`config.mk`:
```
export PLATFORM = sky130hd
export DESIGN_NAME = rr_arbiter_flat
export DESIGN_NICKNAME = d
export VERILOG_FILES = /design/src/rtl/rr_arbiter_if.sv /design/src/rtl/rr_arbiter.sv /design/src/flat_wrapper.sv
export SDC_FILE = /design/constraint.sdc
export NUM_CORES = 1
export LEC_CHECK = 0
export CORE_MARGIN = 1
export CORE_UTILIZATION = 40
export CTS_CLUSTER_SIZE = 30
export DETAILED_ROUTE_END_ITERATION = 12
export GPL_TIMING_DRIVEN = 0
export PLACE_DENSITY = 0.7
export SETUP_SLACK_MARGIN = 0.3
export SYNTH_ARGS = -nofsm -noshare
export SYNTH_HDL_FRONTEND = slang
export SYNTH_SLANG_ARGS = --single-unit
```
`constraint.sdc`:
```
create_clock -name clk -period 1.92 [get_ports clk]
set_input_delay 0.384 -clock clk [delete_from_list [all_inputs] [get_ports clk]]
set_output_delay 0.384 -clock clk [all_outputs]
set_load 0.005 [all_outputs]
```
`src/rtl/rr_arbiter_if.sv`:
```
// Request/grant bundle between N requesters and the round-robin arbiter.
interface rr_arbiter_if #(
    parameter int unsigned N = 4
) ();
    localparam int unsigned IW = (N > 1) ? $clog2(N) : 1;

    logic [N-1:0]  req;
    logic [N-1:0]  grant;
    logic          busy;
    logic [IW-1:0] owner;
    logic          timeout;

    // Requester side drives req and observes the arbitration result.
    modport master (
        output req,
        input  grant,
        input  busy,
        input  owner,
        input  timeout
    );

    // Arbiter side samples req and drives the registered result.
    modport slave (
        input  req,
        output grant,
        output busy,
        output owner,
        output timeout
    );
endinterface

```
`src/rtl/rr_arbiter.sv`:
```
// Round-robin arbiter with grant hold until release and a hold-limit watchdog.
module rr_arbiter #(
    parameter int unsigned N        = 4,
    parameter int unsigned MAX_HOLD = 16
) (
    input  logic        clk,
    input  logic        rstn,
    rr_arbiter_if.slave bus
);
    localparam int unsigned IW = (N > 1) ? $clog2(N) : 1;
    localparam int unsigned CW = (MAX_HOLD > 0) ? $clog2(MAX_HOLD + 1) : 1;

    typedef enum logic {
        IDLE = 1'b0,
        BUSY = 1'b1
    } state_e;

    state_e        state_q, state_d;
    logic [N-1:0]  grant_q, grant_d;
    logic          busy_q, busy_d;
    logic [IW-1:0] owner_q, owner_d;
    logic [IW-1:0] ptr_q, ptr_d;
    logic [CW-1:0] cnt_q, cnt_d;
    logic          timeout_q, timeout_d;

    logic          found_c;
    logic [IW-1:0] win_c;

    // Cyclic search for the first pending request starting just after ptr_q.
    always_comb begin
        logic [IW-1:0] cand;
        found_c = 1'b0;
        win_c   = '0;
        cand    = '0;
        for (int unsigned i = 1; i <= N; i++) begin
            cand = IW'((32'(ptr_q) + i) % N);
            if (!found_c && bus.req[cand]) begin
                found_c = 1'b1;
                win_c   = cand;
            end
        end
    end

    // Next-state and next-output logic; every register holds unless changed.
    always_comb begin
        state_d   = state_q;
        grant_d   = grant_q;
        owner_d   = owner_q;
        ptr_d     = ptr_q;
        cnt_d     = cnt_q;
        timeout_d = 1'b0;

        case (state_q)
            IDLE: begin
                if (found_c) begin
                    state_d = BUSY;
                    grant_d = N'(1) << win_c;
                    owner_d = win_c;
                    ptr_d   = win_c;
                    cnt_d   = '0;
                end
            end
            BUSY: begin
                // Release wins over a coincident hold-limit expiry.
                if (!bus.req[owner_q]) begin
                    state_d = IDLE;
                    grant_d = '0;
                end else if ((MAX_HOLD != 0) && (cnt_q == CW'(MAX_HOLD - 1))) begin
                    state_d   = IDLE;
                    grant_d   = '0;
                    timeout_d = 1'b1;
                end else if (cnt_q != {CW{1'b1}}) begin
                    cnt_d = cnt_q + CW'(1);
                end
            end
            default: begin
                state_d = IDLE;
                grant_d = '0;
            end
        endcase

        busy_d = |grant_d;
    end

    // State and output registers with synchronous active-low reset.
    always_ff @(posedge clk) begin
        if (!rstn) begin
            state_q   <= IDLE;
            grant_q   <= '0;
            busy_q    <= 1'b0;
            owner_q   <= '0;
            ptr_q     <= IW'(N - 1);
            cnt_q     <= '0;
            timeout_q <= 1'b0;
        end else begin
            state_q   <= state_d;
            grant_q   <= grant_d;
            busy_q    <= busy_d;
            owner_q   <= owner_d;
            ptr_q     <= ptr_d;
            cnt_q     <= cnt_d;
            timeout_q <= timeout_d;
        end
    end

    assign bus.grant   = grant_q;
    assign bus.busy    = busy_q;
    assign bus.owner   = owner_q;
    assign bus.timeout = timeout_q;
endmodule

```
`src/flat_wrapper.sv`:
```
// flat-port wrapper written by rule: the top's interface ports become plain ports
module rr_arbiter_flat 
#(
    parameter int unsigned N        = 4,
    parameter int unsigned MAX_HOLD = 16
)
  (clk, rstn, bus_req, bus_grant, bus_busy, bus_owner, bus_timeout);
  rr_arbiter_if #(.N(N)) bus_i ();
  input  logic clk;
  input  logic rstn;
  input wire logic [$bits(bus_i.req)-1:0] bus_req;
  output wire logic [$bits(bus_i.grant)-1:0] bus_grant;
  output wire logic [$bits(bus_i.busy)-1:0] bus_busy;
  output wire logic [$bits(bus_i.owner)-1:0] bus_owner;
  output wire logic [$bits(bus_i.timeout)-1:0] bus_timeout;
  assign bus_i.req = bus_req;
  assign bus_grant = bus_i.grant;
  assign bus_busy = bus_i.busy;
  assign bus_owner = bus_i.owner;
  assign bus_timeout = bus_i.timeout;
  rr_arbiter #(.N(N), .MAX_HOLD(MAX_HOLD)) u_core (.clk(clk), .rstn(rstn), .bus(bus_i));
endmodule
```
==> impl_metrics.json, run 1 <==
{
  "slowest_stage": "dfxtp_4",
  "antenna_found_initial": 0,
  "final_cells": 144,
  "combPwrFrac": 0.229,
  "synth_nets": 103,
  "clock_skew_ns": 0.01066,
  "place_inst": 133,
  "wire_per_inst_um": 12.85,
  "async_reset_ff_frac": 0,
  "avgViaCountPerCell": 5.431,
  "leakage_nw": 0.4397,
  "totalWireLength_um": 1850,
  "place_congestion": 0.7709,
  "vias": 782,
  "cts_tree": "yes",
  "path_common_cell": "ha_4",
  "synth_area_um2": 834.6,
  "worstPathCellList": "ha_4, and3_4, ha_4, nor2_4, nand3_4, or3_1, a21oi_2",
  "port_buffers": 12,
  "synth_commonest_cells": "16 x dfxtp_1, 10 x nand2_1, 8 x a21boi_0",
  "layout.nets": 127,
  "std_cell_rows": 16,
  "clk_latency_ns": 0.30,
  "synthFlopType": "dfxtp_1",
  "status": "finished, final reports clean",
  "io_pins": 14,
  "core-area_mm2": 0.001962,
  "fin_crit_sh": 0.8539,
  "syn_inst": 94,
  "crit_required_ns": 2.16,
  "worst_ir_drop_vdd_uv": 412.4,
  "clockRootBuffer": "clkbuf_4",
  "utilization": 0.5848,
  "grt_pass1_vias": 646,
  "synth_top_area_cell": "dfxtp_1",
  "critPathCaptureType": "flop",
  "min_period_ns": 1.640,
  "power_mw": 0.7960,
  "crit_fanout": 5,
  "ys_seq_area_frac": 0.3838,
  "clock.fmax_mhz": 609.9,
  "die_w_um": 47.68,
  "fp.dieArea_mm2": 0.002273,
  "p_sw_frac": 0.2884,
  "cts_buffer_depth": 2,
  "power.switching_mw": 0.2295,
  "h-tree-depth": 1,
  "ys_top_cells_by_area": "dfxtp_1 38%, a21boi_0 7.2%, ha_1 4.5%",
  "path_clk_slew_ns": 0.11,
  "slew_violations": 0,
  "grt_first_pass_wirelength_um": 2925,
  "yosysMostFrequentCell": "dfxtp_1",
  "cts_sinks": 16,
  "place.detailed.hpwl_um": 1200,
  "avgSynthCellArea_um2": 8.878,
  "worst_pin_slew_ns": 0.3955,
  "ys_ff_latch": 16,
  "min_path_type": "reg -> reg",
  "ctsHoldBuffers": 0,
  "hold_viol": 0,
  "start_util": 0.4254,
  "overflow": 0,
  "rsz0062_at_grt": "yes",
  "slowest_delay_ns": 0.37,
  "start_kind": "flop",
  "synth_cell_types": 33,
  "synth_warnings": 0,
  "area_growth_syn_to_layout_pct": 37.48,
  "internal_power_mw": 0.5664,
  "grt_max_degree": 11,
  "die_h_um": 47.68,
  "firstDrtPassIters": 4,
  "cts_buffers": 3,
  "drt_iter0_drc": 25,
  "track_usage": 0.1869,
  "drive_above_1_share": 0.2906,
  "cellPowerDensity_mw_per_mm2": 693.8,
  "drcViolationCount": 0,
  "drv_cap": 0,
  "cp.arrival_ns": 1.88,
  "num_antenna_cells": 0,
  "p_seq_frac": 0.475,
  "clkPwrFrac": 0.296,
  "max-slew-margin-rel": 0.7346,
  "n_fill_cell": 187,
  "drtAntennaViolNets": 0,
  "synth_top_area_share": 0.3838,
  "setup_viol": 0,
  "critPathKind": "reg -> reg",
  "synth_edf_count": 0
}
## logic make-up (layout without fill, tap and decap cells)
family	count (synthesis)	count (layout)	synth area share
flip-flops	16	16	0.3838
AO/OA/AOI/OAI	25	25	0.2144
AND/OR/NAND/NOR	39	39	0.2534
multiplexers	3	3	0.05097
XOR/XNOR	2	2	0.02099
buffers and inverters	6	29	0.03148
adder cells (fa/ha/maj)	3	3	0.04498
## worst paths after layout
check / from / to / slack [ns] / cells past startpoint
hold / removal: u_core.bus.grant[0] / u_core.bus.grant[0] / 0.48 / 2
setup / recovery: u_core.cnt_q[0] / u_core.cnt_q[3] / 0.28 / 7
hold reg to reg: u_core.bus.grant[0] / u_core.bus.grant[0] / 0.48 / 2
setup reg to reg: u_core.cnt_q[0] / u_core.cnt_q[3] / 0.28 / 7
## registers in the layout, summed over array words and instances (netlist names)
| signal | count |
|---|---|
| u_core.bus.busy | 1 |
| u_core.bus.grant | 4 |
| u_core.bus.owner | 2 |
| u_core.bus.timeout | 1 |
| u_core.cnt_q | 5 |
| u_core.ptr_q | 2 |
| u_core.state_q | 1 |
## critical path, delay by kind of cell, from the launching register on
kind | cells | cell delay, ns
compound gates | 1 | 0.12
fa+ha+maj | 2 | 0.33
flops | 1 | 0.37
simple gates | 4 | 0.77
## per-layer routing
layer	wire length [um]	part of all wire	up-vias	track usage
met4	44	0.024	0	0.08333
met3	55	0.030	5	0.03019
met5	0	0	-	0
li1	-	-	391	-
met1	853	0.46	369	0.2604
met2	897	0.48	17	0.2849
## final cells by class
type                    instances  area (um2)  area share
repair buffers                 19       171.4      0.1494
inverters                       2       7.507    0.006543
flip-flops and latches         16       327.8      0.2857
clock buffers                   4       36.28     0.03162
well taps                      27       33.78     0.02944
plain buffers                   4       18.77     0.01636
multi-input cells              72       551.8      0.4809
## stage by stage
step / hold WS (ns) / setup slack (ns) / cell area (um2) / TNS [ns]
2_1_floorplan: 0.4530 / 0.3133 / 847.1 / 0
3_3_place_gp: 0.4613 / -0.1815 / 1001 / -0.9877
3_5_place_dp: 0.4678 / -0.1846 / 1001 / -1.141
4_1_cts: 0.4912 / 0.2875 / 1126 / 0
5_1_grt: 0.5158 / 0.2127 / 1147 / 0
6_report: 0.4843 / 0.2805 / 1147 / 0
## power groups by stage
stage | combinational (mW) | sequential [mW] | clock [mW]
finish | 0.182 | 0.378 | 0.236
global route | 0.203 | 0.381 | 0.255
CTS | 0.179 | 0.377 | 0.236
detailed placement | 0.160 | 0.384 | 0
global placement | 0.158 | 0.383 | 0
floorplan | 0.101 | 0.381 | 0
## cell usage in the layout, fill, tap and decap left out, types with 2 or more instances in the layout
cell,netlist,final
dfxtp_1,16,12
nand2_1,10,10
clkdlybuf4s50_1,0,8
a21boi_0,8,7
buf_4,0,7
nand3_1,6,6
nor2_1,6,5
or2_2,4,4
buf_2,3,3
o21ai_0,5,3
nand4_1,3,3
ha_4,0,3
clkbuf_4,0,3
dlygate4sd2_1,0,3
dfxtp_2,0,3
inv_1,2,2
a21oi_1,3,2
nand2b_1,2,2
mux2i_1,2,2
o21ai_1,0,2
xor2_1,2,2
## what timing repair did
action | 4_1_cts | 5_1_grt
resized for setup | 11 | 9
setup endpoints to repair | 12 | 13
gates cloned | 0 | 0
pin swaps | 3 | 3
buffers inserted | 6 | 1
No activity file was read; power rests on OpenSTA's default activity.
==> inputs of run 2 (changes only) <==
--- a/config.mk
+++ b/config.mk
@@ -5,7 +5,7 @@
 export SDC_FILE = /design/constraint.sdc
 export NUM_CORES = 1
 export LEC_CHECK = 0
-export CORE_MARGIN = 1
+export CORE_MARGIN = 2
 export CORE_UTILIZATION = 40
 export CTS_CLUSTER_SIZE = 30
 export DETAILED_ROUTE_END_ITERATION = 12
==> impl_metrics.json, run 2 (same netlist as run 1, synthesis figures left out) <==
{
  "drcViolationCount": 0,
  "status": "finished, final reports clean",
  "overflow": 0,
  "largest_register": "u_core.cnt_q",
  "cts_sinks": 16,
  "rr_worst_depth": 7,
  "vias": 763,
  "grt_first_pass_wirelength_um": 2829,
  "critPathCaptureType": "flop",
  "max-slew-margin-rel": 0.6800,
  "n_fill_cell": 191,
  "largest_register_ffs": 5,
  "slowest_stage": "dfxtp_2",
  "min_period_ns": 1.659,
  "place.detailed.hpwl_um": 1168,
  "critPathKind": "reg -> reg",
  "worst_ir_drop_vdd_uv": 435.3,
  "layout.nets": 124,
  "start_util": 0.4254,
  "r2r_setup_slack_ns": 0.26,
  "firstDrtPassIters": 4,
  "grt_max_degree": 11,
  "min_path_type": "reg -> reg",
  "port_buffers": 12,
  "power_mw": 0.7849,
  "place_area_mm2": 0.001001,
  "drv_cap": 0,
  "crit-reg2reg-launch": "u_core.cnt_q[1]",
  "ctsHoldBuffers": 0,
  "seq_area_um2": 324.1,
  "die_w_um": 49.68,
  "multi_input_comb_area_um2": 560.5,
  "worst_pin_slew_ns": 0.4768,
  "crit_required_ns": 2.16,
  "drive_above_1_share": 0.2807,
  "slew_violations": 0,
  "grt_pass1_vias": 660,
  "cts_tree": "yes",
  "grtUsageMet2": 0.2422,
  "worstPathCellList": "ha_4, and3_4, ha_4, nor2_4, nand3_4, or3_4, a21oi_2",
  "cellPowerDensity_mw_per_mm2": 692.4,
  "reg2reg_to": "u_core.cnt_q[3]",
  "grt_busiest_layer": "met2",
  "hold_ws_ns": 0.4821,
  "drt_iter0_drc": 22,
  "final_cell_mix": "13 x dfxtp_1, 10 x nand2_1, 8 x a21boi_0, 8 x clkdlybuf4s50_1, 6 x nand3_1",
  "cts_buffer_depth": 2,
  "drtAntennaViolNets": 0,
  "die_h_um": 49.68,
  "clockRootBuffer": "clkbuf_4",
  "path_clk_slew_ns": 0.10,
  "utilization": 0.5778,
  "totalWireLength_um": 1811,
  "leakage_nw": 0.4232,
  "start_kind": "flop",
  "avgViaCountPerCell": 5.411,
  "track_usage": 0.1511,
  "num_antenna_cells": 0,
  "setup_viol": 0,
  "place_congestion": 0.7547,
  "met3_usage": 0.04242,
  "io_pins": 14,
  "wire_per_inst_um": 12.84,
  "h-tree-depth": 1,
  "fp.dieArea_mm2": 0.002468,
  "grt_use_met1": 0.1868,
  "crit_fanout": 5,
  "clock.fmax_mhz": 602.7,
  "slowest_delay_ns": 0.36,
  "path_common_cell": "ha_4",
  "endpoint": "u_core.cnt_q[3]",
  "setup_tns_ns": 0,
  "worstSetupStartpoint": "u_core.cnt_q[1]",
  "std_cell_rows": 16,
  "cp.arrival_ns": 1.90,
  "antenna_found_initial": 0,
  "rsz0062_at_grt": "yes",
  "core-area_mm2": 0.001962,
  "clk_latency_ns": 0.29,
  "area_growth_syn_to_layout_pct": 35.83,
  "fin_crit_sh": 0.8641,
  "hold_viol": 0,
  "final_area_mm2": 0.001134,
  "clock_skew_ns": 0.003444,
  "final_common_cell": "dfxtp_1",
  "cts_buffers": 3
}
[run 2: per-layer routing]
layer  routed length (um)  share of wire  up-vias
met5                    0              0        -
met4                   36          0.020        0
met3                   87          0.048        5
met2                  852           0.47       22
met1                  835           0.46      354
li1                     -              -      382
[run 2: through the flow]
stage,instances,setup slack (ns)
after CTS,141,0.3028
after global placement,133,-0.1846
after detailed placement,133,-0.2008
after global routing,141,0.2098
after floorplan,94,0.3133
final,141,0.2609
[run 2: repair_timing]
| item | CTS | global route |
|---|---|---|
| pin swaps | 2 | 3 |
| setup endpoints to repair | 12 | 8 |
| buffers inserted | 4 | 0 |
| resized for setup | 9 | 10 |
[run 2: cell type report]
class,count,share of cell area
Multi-Input combinational cell,72,0.4945
Sequential cell,16,0.2859
Timing Repair Buffer,16,0.1347
Clock buffer,4,0.03201
Tap cell,27,0.02980
Buffer,4,0.01656
Inverter,2,0.006623
[run 2: worst min path at each step]
stage | slack, ns | to | from | depth (start not counted)
3_5_place_dp | 0.47 | u_core.bus.grant[3] | u_core.bus.grant[3] | 2
3_3_place_gp | 0.46 | u_core.cnt_q[4] | u_core.cnt_q[4] | 2
4_1_cts | 0.49 | u_core.bus.grant[3] | u_core.bus.grant[3] | 2
6_report | 0.48 | u_core.bus.grant[3] | u_core.bus.grant[3] | 2
5_1_grt | 0.51 | u_core.bus.grant[3] | u_core.bus.grant[3] | 2
2_1_floorplan | 0.45 | u_core.cnt_q[4] | u_core.cnt_q[4] | 2
[run 2: report_power, final]
| part | switching [mW] | leakage, nW | internal (mW) | total (mW) |
|---|---|---|---|---|
| Combinational | 0.0867 | 0.270 | 0.0931 | 0.180 |
| Clock | 0.113 | 0.0210 | 0.116 | 0.229 |
| Sequential | 0.0211 | 0.132 | 0.355 | 0.376 |
| Total | 0.221 | 0.423 | 0.564 | 0.785 |
[run 2: worst max-delay path: cells and delay by family (launching register included)]
family	cells	cell delay [ns]
and+or+nand+nor	4	0.80
adders and majority gates	2	0.33
DFF	1	0.36
AOI/OAI and AO/OA	1	0.11
